==> src/rtl/alu_pkg.sv <==
// Shared definitions for the mini-ALU sharing arbiter: datapath widths,
// sequencer state encoding and requester identifiers.
package alu_pkg;

    localparam int WIDTH = 5;
    localparam int SEL_W = 3;

    typedef enum logic [1:0] {
        IDLE = 2'd0,
        EXEC = 2'd1,
        RESP = 2'd2
    } state_e;

    localparam logic REQ0 = 1'b0;
    localparam logic REQ1 = 1'b1;

endpackage

==> src/rtl/alu_share_arbiter_rr_pick2.sv <==
// Two-way round-robin pick: chooses which pending requester wins, using the
// priority pointer only when both are pending.
module rr_pick2
    import alu_pkg::*;
(
    input  logic valid0_i,
    input  logic valid1_i,
    input  logic rr_ptr_i,
    output logic grant_any_o,
    output logic grant_id_o
);

    // Winner selection; the pointer breaks ties only
    always_comb begin
        grant_any_o = valid0_i | valid1_i;
        if (valid0_i && valid1_i) begin
            grant_id_o = rr_ptr_i;
        end else if (valid1_i) begin
            grant_id_o = REQ1;
        end else begin
            grant_id_o = REQ0;
        end
    end

endmodule

==> src/rtl/alu_share_arbiter.sv <==
// Round-robin arbiter and sequencer sharing one combinational mini-ALU between
// two requesters; the result is held with its owner ID until accepted.
module alu_share_arbiter #(
    parameter int WIDTH = alu_pkg::WIDTH,
    parameter int SEL_W = alu_pkg::SEL_W
) (
    input  logic             clk,
    input  logic             rst_n,
    input  logic             req0_valid,
    input  logic             req1_valid,
    output logic             req0_ready,
    output logic             req1_ready,
    input  logic [SEL_W-1:0] req0_sel,
    input  logic [SEL_W-1:0] req1_sel,
    input  logic [WIDTH-1:0] req0_ina,
    input  logic [WIDTH-1:0] req1_ina,
    input  logic [WIDTH-1:0] req0_inb,
    input  logic [WIDTH-1:0] req1_inb,
    output logic [SEL_W-1:0] alu_sel,
    output logic [WIDTH-1:0] alu_ina,
    output logic [WIDTH-1:0] alu_inb,
    input  logic [WIDTH-1:0] alu_out,
    output logic             res_valid,
    input  logic             res_ready,
    output logic [WIDTH-1:0] res_data,
    output logic             res_id,
    output logic             busy
);

    import alu_pkg::*;

    state_e             state_q, state_d;
    logic               rr_ptr_q, rr_ptr_d;
    logic               gnt_id_q, gnt_id_d;
    logic [SEL_W-1:0]   alu_sel_q, alu_sel_d;
    logic [WIDTH-1:0]   alu_ina_q, alu_ina_d;
    logic [WIDTH-1:0]   alu_inb_q, alu_inb_d;
    logic               res_valid_q, res_valid_d;
    logic [WIDTH-1:0]   res_data_q, res_data_d;
    logic               res_id_q, res_id_d;
    logic               grant_any_s;
    logic               grant_id_s;

    rr_pick2 u_pick (
        .valid0_i    (req0_valid),
        .valid1_i    (req1_valid),
        .rr_ptr_i    (rr_ptr_q),
        .grant_any_o (grant_any_s),
        .grant_id_o  (grant_id_s)
    );

    // Next-state, grant handshake and register updates
    always_comb begin
        state_d     = state_q;
        rr_ptr_d    = rr_ptr_q;
        gnt_id_d    = gnt_id_q;
        alu_sel_d   = alu_sel_q;
        alu_ina_d   = alu_ina_q;
        alu_inb_d   = alu_inb_q;
        res_valid_d = res_valid_q;
        res_data_d  = res_data_q;
        res_id_d    = res_id_q;
        req0_ready  = 1'b0;
        req1_ready  = 1'b0;
        case (state_q)
            IDLE: begin
                if (grant_any_s) begin
                    // Ready is masked by reset so no handshake completes while held
                    req0_ready = rst_n & (grant_id_s == REQ0);
                    req1_ready = rst_n & (grant_id_s == REQ1);
                    alu_sel_d  = (grant_id_s == REQ1) ? req1_sel : req0_sel;
                    alu_ina_d  = (grant_id_s == REQ1) ? req1_ina : req0_ina;
                    alu_inb_d  = (grant_id_s == REQ1) ? req1_inb : req0_inb;
                    gnt_id_d   = grant_id_s;
                    state_d    = EXEC;
                end else begin
                    state_d = IDLE;
                end
            end
            EXEC: begin
                res_data_d  = alu_out;
                res_id_d    = gnt_id_q;
                res_valid_d = 1'b1;
                state_d     = RESP;
            end
            RESP: begin
                if (res_ready) begin
                    res_valid_d = 1'b0;
                    rr_ptr_d    = ~res_id_q;
                    state_d     = IDLE;
                end else begin
                    state_d = RESP;
                end
            end
            default: begin
                state_d = IDLE;
            end
        endcase
    end

    // State, operand and result registers
    always_ff @(posedge clk or negedge rst_n) begin
        if (!rst_n) begin
            state_q     <= IDLE;
            rr_ptr_q    <= 1'b0;
            gnt_id_q    <= 1'b0;
            alu_sel_q   <= {SEL_W{1'b0}};
            alu_ina_q   <= {WIDTH{1'b0}};
            alu_inb_q   <= {WIDTH{1'b0}};
            res_valid_q <= 1'b0;
            res_data_q  <= {WIDTH{1'b0}};
            res_id_q    <= 1'b0;
        end else begin
            state_q     <= state_d;
            rr_ptr_q    <= rr_ptr_d;
            gnt_id_q    <= gnt_id_d;
            alu_sel_q   <= alu_sel_d;
            alu_ina_q   <= alu_ina_d;
            alu_inb_q   <= alu_inb_d;
            res_valid_q <= res_valid_d;
            res_data_q  <= res_data_d;
            res_id_q    <= res_id_d;
        end
    end

    assign alu_sel   = alu_sel_q;
    assign alu_ina   = alu_ina_q;
    assign alu_inb   = alu_inb_q;
    assign res_valid = res_valid_q;
    assign res_data  = res_data_q;
    assign res_id    = res_id_q;
    assign busy      = (state_q != IDLE);

endmodule
==> config.mk <==
export PLATFORM = sky130hd
export DESIGN_NAME = alu_share_arbiter
export DESIGN_NICKNAME = d
export VERILOG_FILES = /design/src/rtl/alu_pkg.sv /design/src/rtl/alu_share_arbiter_rr_pick2.sv /design/src/rtl/alu_share_arbiter.sv
export SDC_FILE = /design/constraint.sdc
export NUM_CORES = 1
export LEC_CHECK = 0
export BUFFER_PORTS_ARGS = -buffer_cell sky130_fd_sc_hd__buf_4
export CAP_MARGIN = 20
export CORE_MARGIN = 5
export CORE_UTILIZATION = 47
export DETAILED_ROUTE_END_ITERATION = 12
export MAX_ROUTING_LAYER = met4
export PLACE_DENSITY = 0.91
export SYNTH_ARGS = -nofsm -noshare
export SYNTH_HDL_FRONTEND = slang
export SYNTH_SLANG_ARGS = --single-unit
==> constraint.sdc <==
create_clock -name clk -period 3.1 [get_ports clk]
set_input_delay 0.155 -clock clk [delete_from_list [all_inputs] [get_ports clk]]
set_output_delay 0.155 -clock clk [all_outputs]
set_load 0.05 [all_outputs]
-- Word level (Yosys, flattened, before mapping)
Cells that the tools add are included.
- register bits: 24
- eq/ne operators: 3
- multiplexer cells: 14
- bitwise gates (word level): 5
- reduce and logical (&&, ||, !) cells: 7
- operators by type and width (kind ; count):
    $mux W5 ; 2
    $mux W1 ; 8
    $pmux W2 S3 ; 1
    $reduce_and A2 Y1 ; 3
    $reduce_bool A2 Y1 ; 2
    $mux W3 ; 1
    $and A1 B1 Y1 ; 2
    $eq A2 B1 Y1 const B ; 1
    $eq A2 B2 Y1 const B ; 1
    $logic_not A2 Y1 ; 1
    $mux W2 ; 1
    $ne A2 B2 Y1 const B ; 1
    $not A1 Y1 ; 2
    $pmux W1 S2 ; 1
    $logic_and A1 B1 Y1 ; 1
    $or A1 B1 Y1 ; 1

-- Logic depth before layout (Yosys ltp)
Gate-level depths: netlist of run 1.
- word-level depth: 6
- gate-level depth with buffers: 6

-- Cells and area by module
A second synthesis of run 1 with hierarchy kept.
- cells, all modules: 77
- area, all modules: 1123.6 um^2
- modules (own cells, without submodules) (module ; instances ; cells an instance ; area each (um^2) ; sequential area each (um^2)):
    alu_share_arbiter ; 1 ; 74 ; 1106.1 ; 600.6
    rr_pick2 ; 1 ; 3 ; 17.5 ; 0.0

-- Worst setup path before layout of run 1
No wires, ideal clock.
- path type: register -> output
- start: register state_q[0]
- end: output req1_ready
- arrival time: 2.007 ns
- required time: 2.945 ns
- path slack: 0.938 ns
- stages on the path, launching flop included: 5
- buffers on the path: 0
- cells stage by stage: dfrtp_1 -> inv_1 -> ha_1 -> inv_1 -> nor3_1
- longest elaborated chain between the ends: 2
- RTL lines (item ; RTL line ; RTL):
    start, declared ; alu_share_arbiter.sv:32 ; state_e state_q, state_d;
    start signal, assigned ; alu_share_arbiter.sv:114 ; state_q <= state_d;
    $logic_not A2 Y1 ; alu_share_arbiter.sv:65 ; case (state_q)
    $mux W1 ; alu_share_arbiter.sv:65 ;
    end, declared ; alu_share_arbiter.sv:12 ; output logic req1_ready,
No other way between the ends.

-- Final worst setup path of run 1
- start: register state_q[0]
- end: output req0_ready
- longest elaborated chain between the ends: 2
- RTL lines (item ; RTL line ; RTL):
    $logic_not A2 Y1 ; alu_share_arbiter.sv:65 ;
    $mux W1 ; alu_share_arbiter.sv:65 ;
    end, declared ; alu_share_arbiter.sv:11 ; output logic req0_ready,
No other way between the ends.

==> results of run 1 <==
[path summary, 6_finish.rpt]
path,cells past startpoint,from,slack [ns],end
setup reg to reg,6,state_q[0]$_DFF_PN0_,1.50,alu_inb[0]$_DFFE_PN0P_
setup / recovery,5,state_q[0]$_DFF_PN0_,1.20,req0_ready
min in group asynchronous,2,rst_n,0.27,alu_inb[4]$_DFFE_PN0P_
hold reg to reg,2,res_valid$_DFFE_PN0P_,0.49,res_valid$_DFFE_PN0P_
hold / removal,2,res_ready,0.08,rr_ptr_q$_DFFE_PN0P_
max in group asynchronous,2,rst_n,2.58,alu_ina[1]$_DFFE_PN0P_
[routing by layer]
metal  vias to the layer above  track usage [%]  wire length, microns
met1                       483             22.3                  1160
met4                         0             6.80                    72
met5                         -                -                     0
met3                         6             2.83                   245
met2                        41             30.4                  1470
li1                        511                -                     -
[registers in the layout (all words and copies together) (netlist names)]
name	flops
res_data	5
res_id	1
alu_ina	5
gnt_id_q	1
alu_inb	5
res_valid	1
alu_sel	3
state_q	2
rr_ptr_q	1
[critical path: stages (launching register included)]
cell     delay (ns)
dfrtp_1        0.40
inv_1          0.11
ha_1           0.18
o21a_1         0.35
and3_1         0.22
buf_4          0.19
[layout make-up]
type	count	area share (%)
multi-input cells	75	28.0
well taps	28	2.22
inverters	7	1.66
repair buffers	60	28.7
flip-flops and latches	24	38.0
clock buffers	3	1.43
[stage by stage]
| stage | power [mW] | hold slack (ns) |
|---|---|---|
| floorplan | 1.41 | -0.141 |
| global placement | 1.72 | 0.0670 |
| detailed placement | 1.76 | 0.0708 |
| CTS | 1.88 | 0.0649 |
| global route | 1.98 | 0.0591 |
| finish | 1.87 | 0.0783 |
[placed cells by master (no fill, tap or decap), drive strengths merged, types with 2 or more instances in the layout]
| cell | n |
|---|---|
| clkbuf | 3 |
| dfrtp | 24 |
| mux2 | 6 |
| ha | 3 |
| nand3 | 13 |
| o21ai | 14 |
| nor2 | 13 |
| nand2 | 4 |
| o22ai | 2 |
| a31oi | 14 |
| buf | 59 |
| inv | 7 |
[power by group through the flow]
| stage | Clock, mW | Sequential (mW) | Combinational [mW] |
|---|---|---|---|
| 5_1_grt | 0.146 | 0.576 | 1.26 |
| 6_report | 0.129 | 0.558 | 1.19 |
| 4_1_cts | 0.133 | 0.557 | 1.19 |
| 3_3_place_gp | 0 | 0.557 | 1.17 |
| 2_1_floorplan | 0 | 1.01 | 0.400 |
| 3_5_place_dp | 0 | 0.565 | 1.19 |
[cells by family (layout without fill, tap and decap cells)]
kind of cell | after synthesis | after routing | share of synthesized area [%]
simple gates | 34 | 34 | 13.6
buf+inv | 16 | 70 | 7.75
fa+ha+maj | 3 | 3 | 3.32
compound gates | 32 | 32 | 16.2
flops | 24 | 24 | 53.2
mux | 6 | 6 | 5.98
==> metrics.cfg, run 1 <==
[clock_network]
postCtsHoldBufs = 1
numCtsBuffers = 3
cts.sinks = 24
cts_tree = done
clockRootBuffer = clkbuf_4
cts_setup_buffers = 0
clockBufferDepth = 2
clk_transition_reported_paths_ns = 0.11
cts_max_level = 1
cts-resized-gates = 0
insertion_delay_ns = 0.30

[synthesis]
synth-edff-count = 0
syn-mean-instance-area_sq_um = 9.82
async_flop_share_pct = 100
yosys_warnings = 0
syn_nets = 154
yosysUniqueCellTypes = 20
synthFlopType = dfrtp_1
syn_inst = 115
synth_most_common_cell = dfrtp_1
yosysTopAreaCellShare_pct = 53.2
ys_seq_elements = 24
syn_area_sq_um = 1130
yosysSeqAreaShare_pct = 53.2
synth_top_area_cell = dfrtp_1
synth.area.top_cells = dfrtp_1, a31oi_1, o21ai_0
synth_common_cells = dfrtp_1, a31oi_1, o21ai_0, nand3_1, nor2_1

[outcome]
status = complete, no violations

[pwr]
irDropWorstVdd_v = 0.000671
clock_power_share_pct = 6.9
internal-power_uw = 897
seqPwrFrac_pct = 29.8
p_sw_share_pct = 52.1
p_sw_uw = 976
power.leakage_nw = 0.763
p_comb_share_pct = 63.3
power_density_nw_per_um2 = 1190

[finish]
final_layout_size_suffix_gt1_share_pct = 40.2
stdcell_area_sq_um = 1580
fin_cells = 197
multiInputGateArea_sq_um = 442
area_delta_synth_final_pct = 39.8
nets = 210
final_core_util_pct = 70.0
n_fill_cell = 174
num_antenna_cells = 0
ff_latch_area_sq_um = 601

[global_routing]
grt_max_degree = 27
grt_pass1_vias = 1048
grt_usage_pct = 18.3
grt_overflow = 0
grt_pass1_wl_microns = 4750
antenna_found_initial = 0

[placed_design]
gp_congestion = 0.849
pre_cts_ws_ns = 1.51
place_hpwl_microns = 2290
portBuffers = 58
dp_cells = 193
placed_cell_area_sq_um = 1550

[timing]
setup_slack_ns = 1.20
tns_ns = 0
drv_slew = 0
relSlewSlack_pct = 65.4
fin_worst_skew_ns = 0.0104
timing.fmax_mhz = 525
hold_viol = 0
rsz0062_at_grt = false
worstMarginPinSlew_ns = 0.519
post-route-min-period_ns = 1.90
finalCritPeriodShare_pct = 61.4
setup_violations = 0

[worst_setup_path]
critPathCaptureType = primary output
start_kind = register
crit_type = register to primary output
cp_max_fo = 13
arrival_ns = 1.75
crit_required_ns = 2.94

[floorplanning]
die-area_sq_um = 3480
start_util_pct = 50.1
fp.dieH_microns = 59.0
fp.dieW_microns = 59.0
rows = 17
ios = 59
coreArea_sq_um = 2250

[detailed_routing]
drc = 0
ant_nets = 0
vias_per_cell = 5.28
wl_per_cell_microns = 14.9
detail_route.iter0.violations = 31
finalWirelength_microns = 2940
num_vias = 1041
first_pass_iters = 4

[hold_path]
hold_path_class = input port to register

[run]
max_cap_violations = 0

No activity file was read; power rests on OpenSTA's default activity.
==> inputs of run 2 (changes only) <==
CORE_UTILIZATION = 44   (was 47)
PLACE_DENSITY = 0.86   (was 0.91)
clock period = 2 ns   (was 3.1 ns; I/O delays follow)
==> metrics.cfg, run 2 (same netlist as run 1, synthesis figures left out) <==
[outcome]
status = complete, no violations  ; unchanged

[timing]
setup_slack_ns = 0.121  ; was 1.20 ns
tns_ns = 0  ; unchanged
holdWs_ns = 0.0434  ; was 0.0783 ns
timing.fmax_mhz = 532
worstMarginPinSlew_ns = 0.358  ; was 0.519 ns
fin_worst_skew_ns = 0.00860  ; was 0.0104 ns
finalCritPeriodShare_pct = 94.0
post-route-min-period_ns = 1.88
rsz0062_at_grt = false  ; unchanged
setup_violations = 0  ; unchanged
relSlewSlack_pct = 76.1  ; was 65.4%
drv_slew = 0  ; unchanged
hold_viol = 0  ; unchanged

[floorplanning]
fp.dieW_microns = 60.7  ; was 59.0 microns
start_util_pct = 45.6  ; was 50.1%
fp.dieH_microns = 60.7  ; was 59.0 microns
coreArea_sq_um = 2480  ; was 2250 sq um
ios = 59  ; unchanged
rows = 18  ; was 17
die-area_sq_um = 3680  ; was 3480 sq um

[clock_network]
clockBufferDepth = 2  ; unchanged
numCtsBuffers = 3  ; unchanged
cts_tree = done  ; unchanged
cts.sinks = 24  ; unchanged
clk_transition_reported_paths_ns = 0.14  ; was 0.11 ns
insertion_delay_ns = 0.31  ; was 0.30 ns
cts_max_level = 1  ; unchanged
cts_setup_buffers = 0  ; unchanged
clockRootBuffer = clkbuf_4  ; unchanged

[global_routing]
grt_pass1_vias = 1118  ; was 1048
grt_pass1_wl_microns = 4820  ; was 4750 microns
antenna_found_initial = 0  ; unchanged
grt_overflow = 0  ; unchanged
grt_max_degree = 27  ; unchanged
grt_usage_pct = 18.1  ; was 18.3%

[worst_setup_path]
start_kind = register  ; unchanged
crit_required_ns = 1.90  ; was 2.94 ns
worst_path_max_delay_cell = dfrtp_1  ; unchanged
cp_max_fo = 10  ; was 13
crit_type = register to primary output  ; unchanged
crit_chain = inv_1 -> ha_1 -> o21a_1 -> and3_1 -> buf_4  ; unchanged
slowest_delay_ns = 0.40  ; about the same
arrival_ns = 1.78  ; was 1.75 ns
critPathCaptureType = primary output  ; unchanged

[placed_design]
portBuffers = 58  ; unchanged
place_hpwl_microns = 2330  ; was 2290 microns
pre_cts_ws_ns = 0.378  ; was 1.51 ns
gp_congestion = 0.697  ; was 0.849

[detailed_routing]
wl_per_cell_microns = 14.6  ; was 14.9 microns
drc = 0  ; unchanged
vias_per_cell = 5.35  ; was 5.28
finalWirelength_microns = 3000  ; was 2940 microns
first_pass_iters = 4  ; unchanged
num_vias = 1103  ; was 1041
detail_route.iter0.violations = 26  ; was 31
ant_nets = 0  ; unchanged

[finish]
area_delta_synth_final_pct = 48.6  ; was 39.8%
n_fill_cell = 203  ; was 174
final_core_util_pct = 67.8  ; was 70.0%
final_common_cell = buf_4  ; unchanged
num_antenna_cells = 0  ; unchanged
final_cell_mix = buf_4, dfrtp_1, o21ai_0, a31oi_1  ; unchanged
nets = 216  ; was 210
final_layout_size_suffix_gt1_share_pct = 40.3  ; was 40.2%

[pwr]
power_density_nw_per_um2 = 1840  ; was 1190 nW/um^2
power.leakage_nw = 0.803  ; was 0.763 nW
irDropWorstVdd_v = 0.00111  ; was 0.000671 V
power_mw = 3.08  ; was 1.87 mW

[run]
max_cap_violations = 0  ; unchanged

[hold_path]
hold_path_class = input port to register  ; unchanged

==> run 2: metal layers <==
layer	global-route usage [%]	wire length, microns	up-vias	part of all wire (%)
met5	-	0	-	0
met1	21.7	1190	524	40
met4	7.74	44	0	1.5
met2	29.8	1530	50	51
met3	3.40	236	4	7.9
li1	-	-	525	-
==> run 2: final timing paths <==
check                           slack [ns]  cells past startpoint                endpoint                  start
worst max-delay path                  0.12                      5              req0_ready   state_q[0]$_DFF_PN0_
worst min-delay path                  0.04                      3  alu_ina[1]$_DFFE_PN0P_            req0_ina[1]
worst max register to register        0.35                      6  alu_ina[2]$_DFFE_PN0P_   state_q[0]$_DFF_PN0_
worst min register to register        0.51                      2   res_valid$_DFFE_PN0P_  res_valid$_DFFE_PN0P_
max in group asynchronous             1.55                      2    state_q[1]$_DFF_PN0_                  rst_n
min in group asynchronous             0.20                      2  alu_sel[0]$_DFFE_PN0P_                  rst_n
==> run 2: power by group <==
| part | leakage, nW | total, mW | internal (mW) | switching [mW] |
|---|---|---|---|---|
| Combinational | 0.501 | 1.86 | 0.604 | 1.25 |
| Clock | 0.0279 | 0.350 | 0.203 | 0.148 |
| Sequential | 0.274 | 0.872 | 0.729 | 0.144 |
| Total | 0.803 | 3.08 | 1.54 | 1.55 |
==> run 2: cell type report <==
class / instances / area, sq um / share of cell area, %
inverters: 7 / 26.3 / 1.56
repair buffers: 66 / 513 / 30.6
flip-flops and latches: 24 / 601 / 35.8
multi-input cells: 75 / 449 / 26.8
clock inverters: 1 / 30.0 / 1.79
clock buffers: 3 / 22.5 / 1.34
well taps: 30 / 37.5 / 2.24
==> run 2: metrics by stage <==
stage | area (sq um) | std cells
4_1_cts | 1660 | 204
3_5_place_dp | 1550 | 195
2_1_floorplan | 1130 | 115
6_report | 1680 | 206
5_1_grt | 1680 | 206
3_3_place_gp | 1550 | 195
==> run 2: critical path, delay by kind of cell (launching register included) <==
family | cells | cell delay [ns]
AND/OR/NAND/NOR | 1 | 0.23
adder cells (fa/ha/maj) | 1 | 0.20
buffers and inverters | 2 | 0.33
AO/OA/AOI/OAI | 1 | 0.30
flip-flops | 1 | 0.40
==> run 2: timing repair <==
action	in CTS	in global routing
hold buffers	5	2
setup endpoints to repair	0	1
gates resized for setup	0	1
hold endpoints to repair	29	2
